File: src/rtl/path_pkg.sv
// Shared constants and state encoding for the path sequencing stage.
package path_pkg;

   localparam int PATH_NODE_W = 5;
   localparam int PATH_DEPTH  = 16;
   localparam int PATH_PTR_W  = 4;

   typedef enum logic [1:0] {
      IDLE = 2'b00,
      LOAD = 2'b01,
      RUN  = 2'b10
   } state_t;

   // Reserved marker for downstream stages; this stage never emits it.
   localparam logic [PATH_NODE_W-1:0] INVALID_NODE = '1;

endpackage

File: src/rtl/path_buffer.sv
// Path node storage: synchronous write, two combinational read ports.
module path_buffer
   import path_pkg::*;
#(
   parameter int NODE_W = PATH_NODE_W,
   parameter int DEPTH  = PATH_DEPTH,
   parameter int PTR_W  = PATH_PTR_W
) (
   input  logic              clk_50M,
   input  logic              wr_en,
   input  logic [PTR_W-1:0]  wr_addr,
   input  logic [NODE_W-1:0] wr_data,
   input  logic [PTR_W-1:0]  rd_addr_a,
   output logic [NODE_W-1:0] rd_data_a,
   input  logic [PTR_W-1:0]  rd_addr_b,
   output logic [NODE_W-1:0] rd_data_b
);

   logic [NODE_W-1:0] mem [DEPTH];

   always_ff @(posedge clk_50M) begin
      if (wr_en) begin
         mem[wr_addr] <= wr_data;
      end
   end

   assign rd_data_a = mem[rd_addr_a];
   assign rd_data_b = mem[rd_addr_b];

endmodule

File: src/rtl/path_sequencer.sv
// Captures a planned node stream, then steps the navigator through it
// one node_reached handshake at a time.
module path_sequencer
   import path_pkg::*;
#(
   parameter int NODE_W = PATH_NODE_W,
   parameter int DEPTH  = PATH_DEPTH,
   parameter int PTR_W  = PATH_PTR_W
) (
   input  logic              clk_50M,
   input  logic              reset,
   input  logic              node_valid,
   input  logic [NODE_W-1:0] node_in,
   input  logic              path_last,
   input  logic              node_reached,
   output logic [NODE_W-1:0] cur_node,
   output logic [NODE_W-1:0] target_node,
   output logic              target_valid,
   output logic [PTR_W:0]    path_len,
   output logic              path_done,
   output logic              overflow,
   output logic              busy
);

   localparam logic [PTR_W:0]   LEN_FULL = (PTR_W+1)'(DEPTH);
   localparam logic [PTR_W-1:0] PTR_LAST = PTR_W'(DEPTH-1);

   state_t            state_reg, state_next;
   logic [PTR_W-1:0]  wr_ptr_reg, wr_ptr_next;
   logic [PTR_W-1:0]  rd_ptr_reg, rd_ptr_next;
   logic [PTR_W:0]    path_len_reg, path_len_next;
   logic [NODE_W-1:0] cur_node_reg, cur_node_next;
   logic [NODE_W-1:0] target_node_reg, target_node_next;
   logic              target_valid_reg, target_valid_next;
   logic              path_done_reg, path_done_next;
   logic              overflow_reg, overflow_next;
   logic              busy_reg, busy_next;
   logic              run_first_reg, run_first_next;

   logic              buf_we;
   logic [PTR_W-1:0]  buf_waddr;
   logic [PTR_W-1:0]  buf_raddr_b;
   logic [NODE_W-1:0] buf_rdata_a, buf_rdata_b;
   logic [PTR_W:0]    final_idx;

   path_buffer #(
      .NODE_W (NODE_W),
      .DEPTH  (DEPTH),
      .PTR_W  (PTR_W)
   ) u_buffer (
      .clk_50M   (clk_50M),
      .wr_en     (buf_we),
      .wr_addr   (buf_waddr),
      .wr_data   (node_in),
      .rd_addr_a ('0),
      .rd_data_a (buf_rdata_a),
      .rd_addr_b (buf_raddr_b),
      .rd_data_b (buf_rdata_b)
   );

   assign final_idx   = path_len_reg - (PTR_W+1)'(1);
   // Port B looks one node ahead of the current target.
   assign buf_raddr_b = run_first_reg ? PTR_W'(1) : rd_ptr_reg + PTR_W'(1);

   always_comb begin
      state_next        = state_reg;
      wr_ptr_next       = wr_ptr_reg;
      rd_ptr_next       = rd_ptr_reg;
      path_len_next     = path_len_reg;
      cur_node_next     = cur_node_reg;
      target_node_next  = target_node_reg;
      target_valid_next = target_valid_reg;
      path_done_next    = 1'b0;
      overflow_next     = overflow_reg;
      busy_next         = busy_reg;
      run_first_next    = 1'b0;
      buf_we            = 1'b0;
      buf_waddr         = wr_ptr_reg;

      case (state_reg)
         IDLE: begin
            if (node_valid) begin
               buf_we         = 1'b1;
               buf_waddr      = '0;
               wr_ptr_next    = PTR_W'(1);
               path_len_next  = (PTR_W+1)'(1);
               cur_node_next  = node_in;
               busy_next      = 1'b1;
               state_next     = path_last ? RUN : LOAD;
               run_first_next = path_last;
            end
         end
         LOAD: begin
            if (node_valid) begin
               if (path_len_reg == LEN_FULL) begin
                  overflow_next = 1'b1;
                  busy_next     = 1'b0;
                  state_next    = IDLE;
               end else begin
                  buf_we        = 1'b1;
                  // Saturate so the pointer cannot wrap onto buf[0].
                  wr_ptr_next   = (wr_ptr_reg == PTR_LAST) ? wr_ptr_reg
                                                           : wr_ptr_reg + PTR_W'(1);
                  path_len_next = path_len_reg + (PTR_W+1)'(1);
                  if (path_last) begin
                     state_next     = RUN;
                     run_first_next = 1'b1;
                  end
               end
            end
         end
         RUN: begin
            if (run_first_reg) begin
               rd_ptr_next   = PTR_W'(1);
               cur_node_next = buf_rdata_a;
               if (path_len_reg >= (PTR_W+1)'(2)) begin
                  target_node_next  = buf_rdata_b;
                  target_valid_next = 1'b1;
               end else begin
                  path_done_next = 1'b1;
                  busy_next      = 1'b0;
                  state_next     = IDLE;
               end
            end else if (node_reached) begin
               cur_node_next = target_node_reg;
               if ({1'b0, rd_ptr_reg} == final_idx) begin
                  target_valid_next = 1'b0;
                  path_done_next    = 1'b1;
                  busy_next         = 1'b0;
                  state_next        = IDLE;
               end else begin
                  rd_ptr_next      = rd_ptr_reg + PTR_W'(1);
                  target_node_next = buf_rdata_b;
               end
            end
         end
         default: begin
            state_next = IDLE;
            busy_next  = 1'b0;
         end
      endcase
   end

   always_ff @(posedge clk_50M) begin
      if (reset) begin
         state_reg        <= IDLE;
         wr_ptr_reg       <= '0;
         rd_ptr_reg       <= '0;
         path_len_reg     <= '0;
         cur_node_reg     <= '0;
         target_node_reg  <= '0;
         target_valid_reg <= 1'b0;
         path_done_reg    <= 1'b0;
         overflow_reg     <= 1'b0;
         busy_reg         <= 1'b0;
         run_first_reg    <= 1'b0;
      end else begin
         state_reg        <= state_next;
         wr_ptr_reg       <= wr_ptr_next;
         rd_ptr_reg       <= rd_ptr_next;
         path_len_reg     <= path_len_next;
         cur_node_reg     <= cur_node_next;
         target_node_reg  <= target_node_next;
         target_valid_reg <= target_valid_next;
         path_done_reg    <= path_done_next;
         overflow_reg     <= overflow_next;
         busy_reg         <= busy_next;
         run_first_reg    <= run_first_next;
      end
   end

   assign cur_node     = cur_node_reg;
   assign target_node  = target_node_reg;
   assign target_valid = target_valid_reg;
   assign path_len     = path_len_reg;
   assign path_done    = path_done_reg;
   assign overflow     = overflow_reg;
   assign busy         = busy_reg;

endmodule

File: config.mk
export PLATFORM = sky130hd
export DESIGN_NAME = path_sequencer
export DESIGN_NICKNAME = d
export VERILOG_FILES = /design/src/rtl/path_pkg.sv /design/src/rtl/path_buffer.sv /design/src/rtl/path_sequencer.sv
export SDC_FILE = /design/constraint.sdc
export NUM_CORES = 1
export LEC_CHECK = 0
export ABC_AREA = 0
export BUFFER_PORTS_ARGS = -buffer_cell sky130_fd_sc_hd__buf_2
export CAP_MARGIN = 20
export CORE_UTILIZATION = 45
export CTS_CLUSTER_SIZE = 14
export DETAILED_ROUTE_END_ITERATION = 12
export SLEW_MARGIN = 20
export SYNTH_ARGS = -nofsm -noshare
export SYNTH_HDL_FRONTEND = slang
export SYNTH_SLANG_ARGS = --single-unit
File: constraint.sdc
create_clock -name clk_50M -period 5.91 [get_ports clk_50M]
set_input_delay 0.2955 -clock clk_50M [delete_from_list [all_inputs] [get_ports clk_50M]]
set_output_delay 0.2955 -clock clk_50M [all_outputs]
set_load 0.01 [all_outputs]
Word level (Yosys, flattened, before mapping)
Memories as Yosys holds them, arrays and structs flattened.
Index checks and enable logic that the tools add are counted.
Storage, ports and cells
  memories: 1
  output and inout port bits: 19
  register bits after elaboration: 30
  bits in writable memories: 80
  input bits: 10
Cells by class
  bitwise operators: 1
  muxes and demuxes: 58
  add/subtract/negate cells: 4
  reduce and logical (&&, ||, !) cells: 15
  $lt $le $gt $ge: 1
  equal/unequal tests: 16
Memories
  u_buffer.mem: words 16, bits a word 5, rd ports 2, clocked after Yosys merged registers in 0, wr ports 1, line path_buffer.sv:19  | logic [NODE_W-1:0] mem [DEPTH];
Operators by type and width (number)
  $mux 5: 10
  $mux 4: 10
  $mux 1: 22
  $pmux 5 s2: 2
  $mux 2: 9
  $ne 2x2->1 const B: 6
  $ne 3x3->1 const B: 4
  $reduce_and 4->1: 3
  $reduce_and 6->1: 2
  $reduce_and 3->1: 3
  $add 4x1->4 const B: 2
  $pmux 4 s2: 1
  $reduce_bool 2->1: 4
  $pmux 2 s3: 1
  $add 5x1->5 const B: 1
  $eq 4x5->1: 1
  $eq 5x5->1 const B: 1
  $ge 5x2->1 const B: 1
  $reduce_and 5->1: 1
  $sub 5x1->5 const B: 1
  $eq 4x4->1 const B: 1
  $pmux 1 s2: 2
  $pmux 1 s3: 1
  $eq 2x1->1 const B: 1
  other kinds (5): 5

Longest topological paths before layout
Gate-level depths: netlist of run 1.
  word-level depth: 6
  depth in mapped cells: 9
  depth with buffers taken out: 8

By module
Synthesis of run 1 repeated with hierarchy kept, for this count alone.
Second synthesis, totals
  cells, all modules: 428
  area, all modules: 5622.9 µm²
By module, submodules not included
  path_buffer: area each 3711.1 µm², cells an instance 197, sequential area each 2402.3 µm², times used 1
  path_sequencer: area each 1911.8 µm², cells an instance 231, sequential area each 600.6 µm², times used 1

Worst setup path before layout of run 1
No wires, ideal clock.
  kind: flip-flop to flip-flop
  start point: register path_len_reg[0] (netlist: path_len[0])
  end point: memory u_buffer.mem[12][0] (netlist bit) (enable)
  path slack: 3.589 ns
  stages on the path, launching flop included: 7
  clock period less this slack: 2.321 ns
  data required time: 5.529 ns
  path buffers: 1
  data arrival time: 1.940 ns
  cells stage by stage: dfxtp_1 > inv_1 > ha_1 > nor4bb_1 > clkbuf_1 > a21o_1 > nor4_1
On the way
  cells in the longest elaborated chain, start to end: 6
RTL lines
  start, declared: line path_sequencer.sv:31  | logic [PTR_W:0] path_len_reg, path_len_next;
  start signal, assigned: line path_sequencer.sv:161  | path_len_reg <= path_len_next;
  $eq 5x5->1: line path_sequencer.sv:95  | if (path_len_reg == LEN_FULL) begin
  $mux 1: line path_sequencer.sv:95
  $mux 1: line path_sequencer.sv:94  | if (node_valid) begin
  $pmux 1 s2: line path_sequencer.sv:80  | case (state_reg)
  $mux 1: line path_buffer.sv:22  | if (wr_en) begin
  $mux 1 (implied by the code): line path_buffer.sv:23  | mem[wr_addr] <= wr_data;
  end, declared: line path_buffer.sv:19
No other way between the ends.

Final worst setup path of run 1
  start point: register rd_ptr_reg[0]
  end point: register target_node_reg[1] (netlist: target_node[1])
On the way
  cells in the longest elaborated chain, start to end: 6
  elaborated cells on any way between the ends: 10
  classes of those cells: 1 x add/sub; 2 x eq/ne; 5 x mux; 1 x reduce/logical; 1 x memory
RTL lines
  start, declared: line path_sequencer.sv:30  | logic [PTR_W-1:0] rd_ptr_reg, rd_ptr_next;
  start signal, assigned: line path_sequencer.sv:160  | rd_ptr_reg <= rd_ptr_next;
  $add 4x1->4: line path_sequencer.sv:63  | assign buf_raddr_b = run_first_reg ? PTR_W'(1) : rd_ptr_reg + PTR_W'(1);
  $mux 4: line path_sequencer.sv:63
  $mem_v2 16x5
  $mux 5: line path_sequencer.sv:126  | if ({1'b0, rd_ptr_reg} == final_idx) begin
  $mux 5: line path_sequencer.sv:124  | end else if (node_reached) begin
  $mux 5: line path_sequencer.sv:113  | if (run_first_reg) begin
  end signal, assigned: line path_sequencer.sv:163  | target_node_reg <= target_node_next;
  end, declared: line path_sequencer.sv:33  | logic [NODE_W-1:0] target_node_reg, target_node_next;
Several ways; a longest one is shown, not always the timed one. The select of a mux whose other input is x is not followed.
A chain may end at the register's enable or synchronous reset.

==> results of run 1 <==
[cell type report]
type,instances,area [µm²]
clock buffer,11,131
clock inverter,5,66.3
fill,881,5070
inverter,5,18.8
multi-input combinational,221,1700
sequential,110,3000
tap,136,170
timing repair buffer,31,160
[worst min-delay path: stages]
cell and delay, ps:
buf_2 110, nand2_1 50, nor2_1 40
[routing by layer]
metal	up-vias	track usage, %
li1	1430	-
met1	1486	29.2
met2	65	27.6
met3	12	2.37
met4	0	8.55
met5	-	0
[placed cells by master, fill, tap and decap left out, types with 7 or more instances in the layout]
cell | Yosys | layout
edfxtp_1 | 80 | 80
nor2_1 | 46 | 46
mux2i_1 | 11 | 11
buf_2 | 4 | 28
mux4_2 | 12 | 12
clkbuf_8 | 0 | 9
nand2b_1 | 7 | 7
dfxtp_1 | 30 | 30
a21oi_1 | 15 | 15
nor3_1 | 7 | 7
o21ai_0 | 8 | 8
nand2_1 | 10 | 10
[stage by stage]
step           setup slack [ps]  utilization [%]  total power, mW
2_1_floorplan              3590                -            0.939
3_3_place_gp               2900             48.8            0.976
3_5_place_dp               2820             48.8            0.978
4_1_cts                    2810             50.7             1.43
5_1_grt                    2960             50.9             1.46
6_report                   3170             50.9             1.42
[cell families after synthesis]
group	Yosys count	share of synthesized area, %
xor+xnor	10	2.22
compound gates	78	12.2
simple gates	103	11.1
mux	24	8.18
buf+inv	23	1.99
flops	110	62.7
fa+ha+maj	6	1.57
[power by group]
| group | switching, mW | internal [mW] | total (mW) |
|---|---|---|---|
| logic | 0.0675 | 0.0411 | 0.109 |
| clock network | 0.260 | 0.202 | 0.462 |
| registers | 0.0138 | 0.838 | 0.852 |
| total | 0.341 | 1.08 | 1.42 |
[final timing paths]
path                 start             end  slack, ps
min reg2reg       overflow        overflow        480
max          rd_ptr_reg[0]  target_node[1]       3170
max reg2reg  rd_ptr_reg[0]  target_node[1]       3170
min              path_last   run_first_reg        160
==> impl_metrics.env, run 1 <==
export IMPL_outcome="finished, final reports clean"
export IMPL_clock_skew_final_ps=9.88
export IMPL_critPathSlowestCell="dfxtp_1"
export IMPL_post_drt_wl_per_cell_um=19.4
export IMPL_cap_viol_max_count=0
export IMPL_drc=0
export IMPL_post_place_cells=502
export IMPL_htree_num_levels=3
export IMPL_grt_max_degree=25
export IMPL_via_per_inst=5.77
export IMPL_post_route_cell_area_um2=5250
export IMPL_setup_violations=0
export IMPL_start_kind="flop"
export IMPL_largest_register_ff_count=80
export IMPL_power_static_leakage_nw=1.73
export IMPL_worstMarginPinSlew_ps=1030
export IMPL_met2_routed_length_um=4550
export IMPL_layout_drive_gt1_share_pct=18.0
export IMPL_crit_family="flip-flops"
export IMPL_synth_warning_count=0
export IMPL_finalMaxSlewViolations=0
export IMPL_gr_total_overflow=0
export IMPL_clk_sinks=110
export IMPL_1st_pass_router_iterations=4
export IMPL_gp_congestion=0.744
export IMPL_postSynth_topFlopCell="edfxtp_1"
export IMPL_ctsRootBufferMaster="clkbuf_8"
export IMPL_io_buffers=28
export IMPL_synthTopCellsByArea="edfxtp_1 50%, dfxtp_1 13%, mux4_2 5.6%, nor2_1 3.6%, mux2i_1 2.3%"
export IMPL_grt_antenna_before_repair=0
export IMPL_layout_worst_path_cycle_share_pct=46.4
export IMPL_crit_type="reg2reg"
export IMPL_coreArea_um2=10300
export IMPL_netlist_area_leader_share_pct=50.2
export IMPL_worst_r2r_cell_count=7
export IMPL_io_pins=29
export IMPL_max_stage_delay_ps=770
export IMPL_cts_setup_buffers=0
export IMPL_crit_path_cell_trace="ha_1 > xnor2_4 > nor2_8 > mux4_2 > o22a_1 > o221a_1 > a22o_1"
export IMPL_synth_seq_cells=110
export IMPL_required_ps=6180
export IMPL_synth_top_area_cell="edfxtp_1"
export IMPL_grt_pass1_vias=2698
export IMPL_route_met3_wl_um=384
export IMPL_route_top_layer_used="met4"
export IMPL_cts_buffers_inserted=9
export IMPL_dieArea_um2=11100
export IMPL_maxClockFrequency_mhz=365
export IMPL_cts_tree="yes"
export IMPL_critical_path_arrival_ps=3020
export IMPL_critPathCaptureType="flop"
export IMPL_detailroute_via_count=2993
export IMPL_syn_instance_count=354
export IMPL_top_register="u_buffer.mem"
export IMPL_layout_nets=394
export IMPL_synth_fp_nets=370
export IMPL_cts_path_max_buffers=2
export IMPL_route_layer_met1_wl_um=4980
export IMPL_cts_clk_slew_worst_paths_ps=100
export IMPL_synthMostInstantiatedCell="edfxtp_1"
export IMPL_dieHeight_um=105
export IMPL_initial_utilization_pct=46.4
export IMPL_ys_seq_area_share_pct=62.7
export IMPL_totalNegativeSetupSlack_ps=0
export IMPL_wl_um=10100
export IMPL_timing_hold_ws_ps=160
export IMPL_p_per_area_nw_per_um2=271
export IMPL_first_pass_grt_wire_length_um=15600
export IMPL_globalRouteTotalUtil_pct=19.2
export IMPL_drt_initial_drc_count=187
export IMPL_syn2layout_area_growth_pct=9.67
export IMPL_hold_depth=3
export IMPL_cts_repair_resized=0
export IMPL_hold_violations=0
export IMPL_hold_buffers=0
export IMPL_routed_antenna_nets=0
export IMPL_vdd_ir_drop_worst_v=0.000136
export IMPL_async_reset_ff_share_pct=0
export IMPL_number_of_enable_flip_flop_cells_after_synthesis=80
export IMPL_layout_cells_non_filler=519
export IMPL_highest_fanout_seen_on_the_critical_path=16
export IMPL_post_dp_cell_area_um2=5040
export IMPL_holdCritPathClass="in2reg"
export IMPL_clock_insertion_delay_worst_skew_ps=380
export IMPL_post_dp_hpwl_um=7030
export IMPL_num_antenna_cells=0
export IMPL_ys_types=56
export IMPL_fp_dieW_um=105
export IMPL_path_depth=7
export IMPL_rsz0062_at_grt="no"
export IMPL_timing_final_crit_period_ps=2740
export IMPL_critPathBufInv=0
export IMPL_post_synth_cell_area_avg_um2=13.5
export IMPL_mappedNetlistArea_um2=4790
export IMPL_row_count=37
export IMPL_maxSlewHeadroom_pct=31.0
export IMPL_yosys_top_cells_count="80 x edfxtp_1, 46 x nor2_1, 30 x dfxtp_1"
No activity file was read; power rests on OpenSTA's default activity.
==> run 2, diff against run 1 <==
Settings changed: ABC_AREA 0 to 1.
Clock period 5.91 ns to 2.7 ns, I/O delays scaled along.
==> run 2 against run 1 <==
- clock skew fell by 3.1 ps
- die area grew 1.2%
- sequential share of layout area shrank 0.55 points
- final cell count increased by 26%
- maximum frequency is 12% higher
- core utilization up 0.27 points
- register-to-register slack lost 2900 ps
- synthesized cell count is 37% higher
- non-clock buffer count unchanged
- critical path depth is the same
- largest power group unchanged
==> impl_metrics.env, run 2 <==
export IMPL_total_power_mw=3.43
export IMPL_wl_um=11900
export IMPL_crit_type="reg2reg"
export IMPL_cap_viol_max_count=0
export IMPL_critical_path_arrival_ps=2470
export IMPL_multiInputGateArea_um2=1620
export IMPL_ctsRootBufferMaster="clkbuf_8"
export IMPL_dieArea_um2=11200
export IMPL_max_stage_delay_ps=460
export IMPL_via_per_inst=5.60
export IMPL_postSynth_topFlopCell="edfxtp_1"
export IMPL_sequential_cell_area_um2=3000
export IMPL_async_reset_ff_share_pct=0
export IMPL_gp_congestion=0.845
export IMPL_routed_antenna_nets=0
export IMPL_critPathBufInv=1
export IMPL_grt_antenna_before_repair=0
export IMPL_crit_path_cell_trace="inv_1 > ha_1 > nand3_1 > nand2_1 > nor2_2 > nand4_1 > nor2_1"
export IMPL_layout_worst_path_cycle_share_pct=90.3
export IMPL_layout_drive_gt1_share_pct=12.0
export IMPL_yosys_top_cells_count="109 x nor2_1, 80 x edfxtp_1, 50 x o21ai_0"
export IMPL_start_kind="flop"
export IMPL_most_common_library_cell_in_the_layout_ignoring_fill_and_taps="nor2_1"
export IMPL_synthMostInstantiatedCell="nor2_1"
export IMPL_netlist_area_leader_share_pct=49.6
export IMPL_p_per_area_nw_per_um2=648
export IMPL_hold_buffers=0
export IMPL_mappedNetlistArea_um2=4850
export IMPL_num_antenna_cells=0
export IMPL_vdd_ir_drop_worst_v=0.000344
export IMPL_setup_violations=0
export IMPL_globalRoute_busiestLayer="met2"
export IMPL_gr_total_overflow=0
export IMPL_io_buffers=28
export IMPL_cts_clk_slew_worst_paths_ps=100
export IMPL_outcome="finished, final reports clean"
export IMPL_finalMaxSlewViolations=0
export IMPL_ys_types=32
export IMPL_cts_repair_resized=0
export IMPL_synth_top_area_cell="edfxtp_1"
export IMPL_clock_skew_final_ps=6.77
export IMPL_htree_num_levels=3
export IMPL_power_static_leakage_nw=1.88
export IMPL_post_route_cell_area_um2=5300
export IMPL_grt_max_degree=41
export IMPL_io_pins=29
export IMPL_rsz0062_at_grt="no"
export IMPL_row_count=37
export IMPL_cts_path_max_buffers=2
export IMPL_synth_warning_count=0
export IMPL_highest_fanout_seen_on_the_critical_path=8
export IMPL_totalNegativeSetupSlack_ps=0
export IMPL_synth_fp_nets=502
export IMPL_groute_layer_met1_usage_pct=32.8
export IMPL_holdCritPathClass="in2reg"
export IMPL_maxSlewHeadroom_pct=52.8
export IMPL_1st_pass_router_iterations=5
export IMPL_grt_pass1_vias=3559
export IMPL_worst_r2r_cell_count=7
export IMPL_timing_final_crit_period_ps=2440
export IMPL_timing_hold_ws_ps=17.1
export IMPL_n_fill_cell=989
export IMPL_grt_util_met2_pct=34.5
export IMPL_largest_register_ff_count=80
export IMPL_cts_buffers_inserted=9
export IMPL_clock_insertion_delay_worst_skew_ps=370
export IMPL_syn2layout_area_growth_pct=9.40
export IMPL_detailroute_via_count=3659
export IMPL_register_to_register_setup_slack_ps=260
export IMPL_hold_start="node_valid"
export IMPL_drc=0
export IMPL_post_drt_wl_per_cell_um=18.2
export IMPL_syn_instance_count=486
export IMPL_met3_usage_pct=5.01
export IMPL_initial_utilization_pct=46.7
export IMPL_hold_violations=0
export IMPL_synth_seq_cells=110
export IMPL_number_of_enable_flip_flop_cells_after_synthesis=80
export IMPL_worstMarginPinSlew_ps=705
export IMPL_crit_family="simple AND/OR/NAND/NOR gates"
export IMPL_post_dp_cell_area_um2=5100
export IMPL_ys_seq_area_share_pct=62.0
export IMPL_whs_endpoint="overflow"
export IMPL_clk_sinks=110
export IMPL_dieHeight_um=106
export IMPL_cts_setup_buffers=0
export IMPL_maxClockFrequency_mhz=410
export IMPL_reg2reg_to="u_buffer.mem[15][3]"
export IMPL_coreArea_um2=10400
export IMPL_required_ps=2730
export IMPL_post_dp_hpwl_um=8410
export IMPL_critPathCaptureType="flop"
export IMPL_cts_tree="yes"
export IMPL_fp_dieW_um=106
export IMPL_layout_common_cells="109 x nor2_1, 80 x edfxtp_1, 50 x o21ai_0"
export IMPL_hold_depth=3
export IMPL_post_synth_cell_area_avg_um2=9.97
export IMPL_first_pass_grt_wire_length_um=19000
export IMPL_top_register="u_buffer.mem"
export IMPL_timing_rr_start="path_len[0]"
export IMPL_critPathSlowestCell="dfxtp_1"
export IMPL_globalRouteTotalUtil_pct=22.8
export IMPL_layout_nets=528
export IMPL_drt_initial_drc_count=404
export IMPL_synthTopCellsByArea="edfxtp_1 50%, dfxtp_1 12%, nor2_1 8.4%, o21ai_0 5.2%, nand2_1 3.1%"
run 2: cells by family (layout without fill, tap and decap cells):
| kind of cell | after synthesis | after routing | share of synthesized area, % |
|---|---|---|---|
| compound gates | 119 | 119 | 14.1 |
| xor+xnor | 2 | 2 | 0.362 |
| fa+ha+maj | 6 | 6 | 1.55 |
| buf+inv | 52 | 83 | 4.65 |
| flops | 110 | 110 | 62.0 |
| simple gates | 197 | 197 | 17.4 |
run 2: per-layer routing:
layer | routed length, µm | part of all wire (%)
met5 | 0 | 0
met3 | 722 | 6.1
met2 | 5390 | 45
met4 | 206 | 1.7
met1 | 5550 | 47
run 2: worst reg2reg max path: stages (launching register included):
cell and delay [ps]:
dfxtp_1 460, inv_1 150, ha_1 240, nand3_1 100
nand2_1 110, nor2_2 240, nand4_1 340, nor2_1 460
run 2: final cells by class:
cell class | count | share of cell area [%]
sequential | 110 | 56.6
multi-input combinational | 324 | 30.5
timing repair buffer | 31 | 3.30
tap | 136 | 3.21
inverter | 36 | 2.60
clock buffer | 11 | 2.48
clock inverter | 5 | 1.25
run 2: power breakdown:
part | internal, mW | switching, mW
logic | 0.163 | 0.366
registers | 1.86 | 0.0442
clock network | 0.443 | 0.558
run 2: metrics by stage:
step / utilization (%) / worst slack, ps / std cells
after global placement: 49.2 / 356 / 637
after global routing: 51.1 / 32.7 / 653
after CTS: 51.1 / 247 / 653
after floorplan: - / 767 / 486
final: 51.1 / 261 / 653
after detailed placement: 49.2 / 276 / 637
run 2: worst max-delay path by stage:
stage                            from                   to  slack [ps]  cells past startpoint
after floorplan           path_len[0]  u_buffer.mem[13][0]         770                      7
after global placement    path_len[0]  u_buffer.mem[15][2]         360                      7
after detailed placement  path_len[0]   u_buffer.mem[5][4]         280                      7
after CTS                 path_len[0]  u_buffer.mem[15][4]         250                      7
after global routing      path_len[0]   u_buffer.mem[3][4]          30                      7
final                     path_len[0]  u_buffer.mem[15][3]         260                      7
==> run 3, diff against run 2 <==
Settings changed: BUFFER_PORTS_ARGS -buffer_cell sky130_fd_sc_hd__buf_2 to -buffer_cell sky130_fd_sc_hd__buf_4, CORE_UTILIZATION 45 to 55, GPL_TIMING_DRIVEN set to 0, PLACE_DENSITY set to 0.73.
==> run 3 against run 2 <==
- core utilization rose by 14 points
- worst hold slack got worse by 6.8 ps
- clock skew rose by 5.1 ps
==> impl_metrics.env, run 3 (synthesis gave the netlist of run 2 again) <==
export IMPL_via_per_inst=5.90
export IMPL_worstSetupStartpoint="path_len[0]"
export IMPL_post_route_cell_area_um2=5420
export IMPL_most_common_library_cell_in_the_layout_ignoring_fill_and_taps="nor2_1"
export IMPL_syn2layout_area_growth_pct=11.9
export IMPL_rsz0062_at_grt="yes"
export IMPL_layout_drive_gt1_share_pct=13.9
export IMPL_post_place_cells=619
export IMPL_dieHeight_um=95.9
export IMPL_required_ps=2720
export IMPL_n_fill_cell=669
export IMPL_drt_initial_drc_count=403
export IMPL_ctsRootBufferMaster="clkbuf_8"
export IMPL_clk_sinks=110
export IMPL_layout_common_cells="108 x nor2_1, 80 x edfxtp_1, 50 x o21ai_0"
export IMPL_hold_start="node_valid"
export IMPL_routed_antenna_nets=0
export IMPL_gr_total_overflow=0
export IMPL_io_buffers=28
export IMPL_groute_layer_met1_usage_pct=38.8
export IMPL_timing_final_crit_period_ps=2640
export IMPL_post_dp_cell_area_um2=5190
export IMPL_worstMarginPinSlew_ps=528
export IMPL_vdd_ir_drop_worst_v=0.000305
export IMPL_crit_family="simple AND/OR/NAND/NOR gates"
export IMPL_switching_share_pct=27.7
export IMPL_critPathBufInv=1
export IMPL_post_dp_hpwl_um=8250
export IMPL_intPower_mw=2.58
export IMPL_largest_register_ff_count=80
export IMPL_relative_contribution_of_the_clock_network_to_total_power_pct=30.7
export IMPL_dieArea_um2=9190
export IMPL_critPathCaptureType="flop"
export IMPL_globalRouteTotalUtil_pct=27.2
export IMPL_seq_power_share_pct=53.4
export IMPL_crit_path_cell_trace="inv_1 > ha_1 > nand3_1 > nand2_1 > nor2_2 > nand4_1 > nor2_1"
export IMPL_cts_tree="yes"
export IMPL_first_pass_grt_wire_length_um=17800
export IMPL_io_pins=29
export IMPL_num_antenna_cells=0
export IMPL_crit_type="reg2reg"
export IMPL_post_drt_wl_per_cell_um=18.3
export IMPL_cts_path_max_buffers=2
export IMPL_cts_clk_slew_worst_paths_ps=110
export IMPL_highest_fanout_seen_on_the_critical_path=8
export IMPL_gp_congestion=0.940
export IMPL_layout_worst_path_cycle_share_pct=97.6
export IMPL_1st_pass_router_iterations=5
export IMPL_hold_violations=0
export IMPL_sequential_cell_area_um2=3000
export IMPL_globalRoute_busiestLayer="met2"
export IMPL_cts_setup_buffers=0
export IMPL_outcome="finished, final reports clean"
export IMPL_power_static_leakage_nw=1.95
export IMPL_clock_insertion_delay_worst_skew_ps=370
export IMPL_cts_buffers_inserted=9
export IMPL_grt_pass1_vias=3510
export IMPL_holdCritPathClass="in2reg"
export IMPL_clock_skew_final_ps=11.9
export IMPL_row_count=33
export IMPL_layout_nets=542
export IMPL_wl_um=11700
export IMPL_met3_usage_pct=3.55
export IMPL_maxClockFrequency_mhz=379
export IMPL_cap_viol_max_count=0
export IMPL_top_register="u_buffer.mem"
export IMPL_layout_cells_non_filler=636
export IMPL_pwr_share_comb_pct=15.9
export IMPL_htree_num_levels=3
export IMPL_detailedPlace_worstSlack_ps=115
export IMPL_coreArea_um2=8380
export IMPL_fp_dieW_um=95.9
export IMPL_detailroute_via_count=3752
export IMPL_critPathSlowestCell="dfxtp_1"
export IMPL_critical_path_arrival_ps=2660
export IMPL_grt_util_met2_pct=43.3
export IMPL_totalNegativeSetupSlack_ps=0
export IMPL_drc=0
export IMPL_p_per_area_nw_per_um2=658
export IMPL_finalMaxSlewViolations=0
export IMPL_grt_antenna_before_repair=0
export IMPL_timing_final_ws_setup_ps=64.1
export IMPL_initial_utilization_pct=57.8
export IMPL_layout_core_utilization_pct=64.7
export IMPL_multiInputGateArea_um2=1620
export IMPL_p_sw_mw=0.988
export IMPL_timing_rr_start="path_len[0]"
export IMPL_setup_violations=0
export IMPL_start_kind="flop"
export IMPL_grt_max_degree=19
export IMPL_max_stage_delay_ps=510
export IMPL_maxSlewHeadroom_pct=64.6
[run 3: final timing paths]
path / end / slack, ps / cells past startpoint
worst max-delay path: u_buffer.mem[15][3] / 60 / 7
worst min-delay path: overflow / 10 / 3
worst max register to register: u_buffer.mem[15][3] / 60 / 7
worst min register to register: overflow / 490 / 2
[run 3: area by class of cell]
cell class	instances	share of cell area [%]
Multi-Input combinational cell	324	29.9
Tap cell	105	2.42
Clock inverter	6	1.73
Buffer	16	1.62
Timing Repair Buffer	29	4.06
Clock buffer	10	2.35
Inverter	36	2.54
Sequential cell	110	55.4
[run 3: per-stage QoR]
stage	power [mW]	hold WS (ps)
final	3.57	10.3
after global routing	3.69	17.8
after CTS	3.56	8.78
after detailed placement	2.50	357
after global placement	2.49	353
after floorplan	2.29	213
[run 3: metal layers]
metal | routed length (µm) | part of all wire (%)
met1 | 5240 | 45
met3 | 863 | 7.4
met2 | 5390 | 46
met4 | 160 | 1.4
met5 | 0 | 0
[run 3: worst reg2reg max path: cells and delay by family (launching register included)]
kind	cells	cell delay, ps
AND/OR/NAND/NOR	5	1360
buffers and inverters	1	170
flip-flops	1	510
adder cells (fa/ha/maj)	1	250
[run 3: timing repair]
| item | CTS | global route |
|---|---|---|
| setup endpoints to repair | 0 | 55 |
| gates resized for setup | 0 | 1 |
| hold endpoints to repair | 3 | 0 |
| hold buffers | 1 | 0 |
[run 3: power groups by stage]
stage	sequential (mW)	combinational, mW	clock, mW
5_1_grt	1.91	0.626	1.16
2_1_floorplan	1.94	0.353	0
3_3_place_gp	1.94	0.547	0
3_5_place_dp	1.94	0.557	0
4_1_cts	1.90	0.560	1.09
6_report	1.90	0.567	1.10
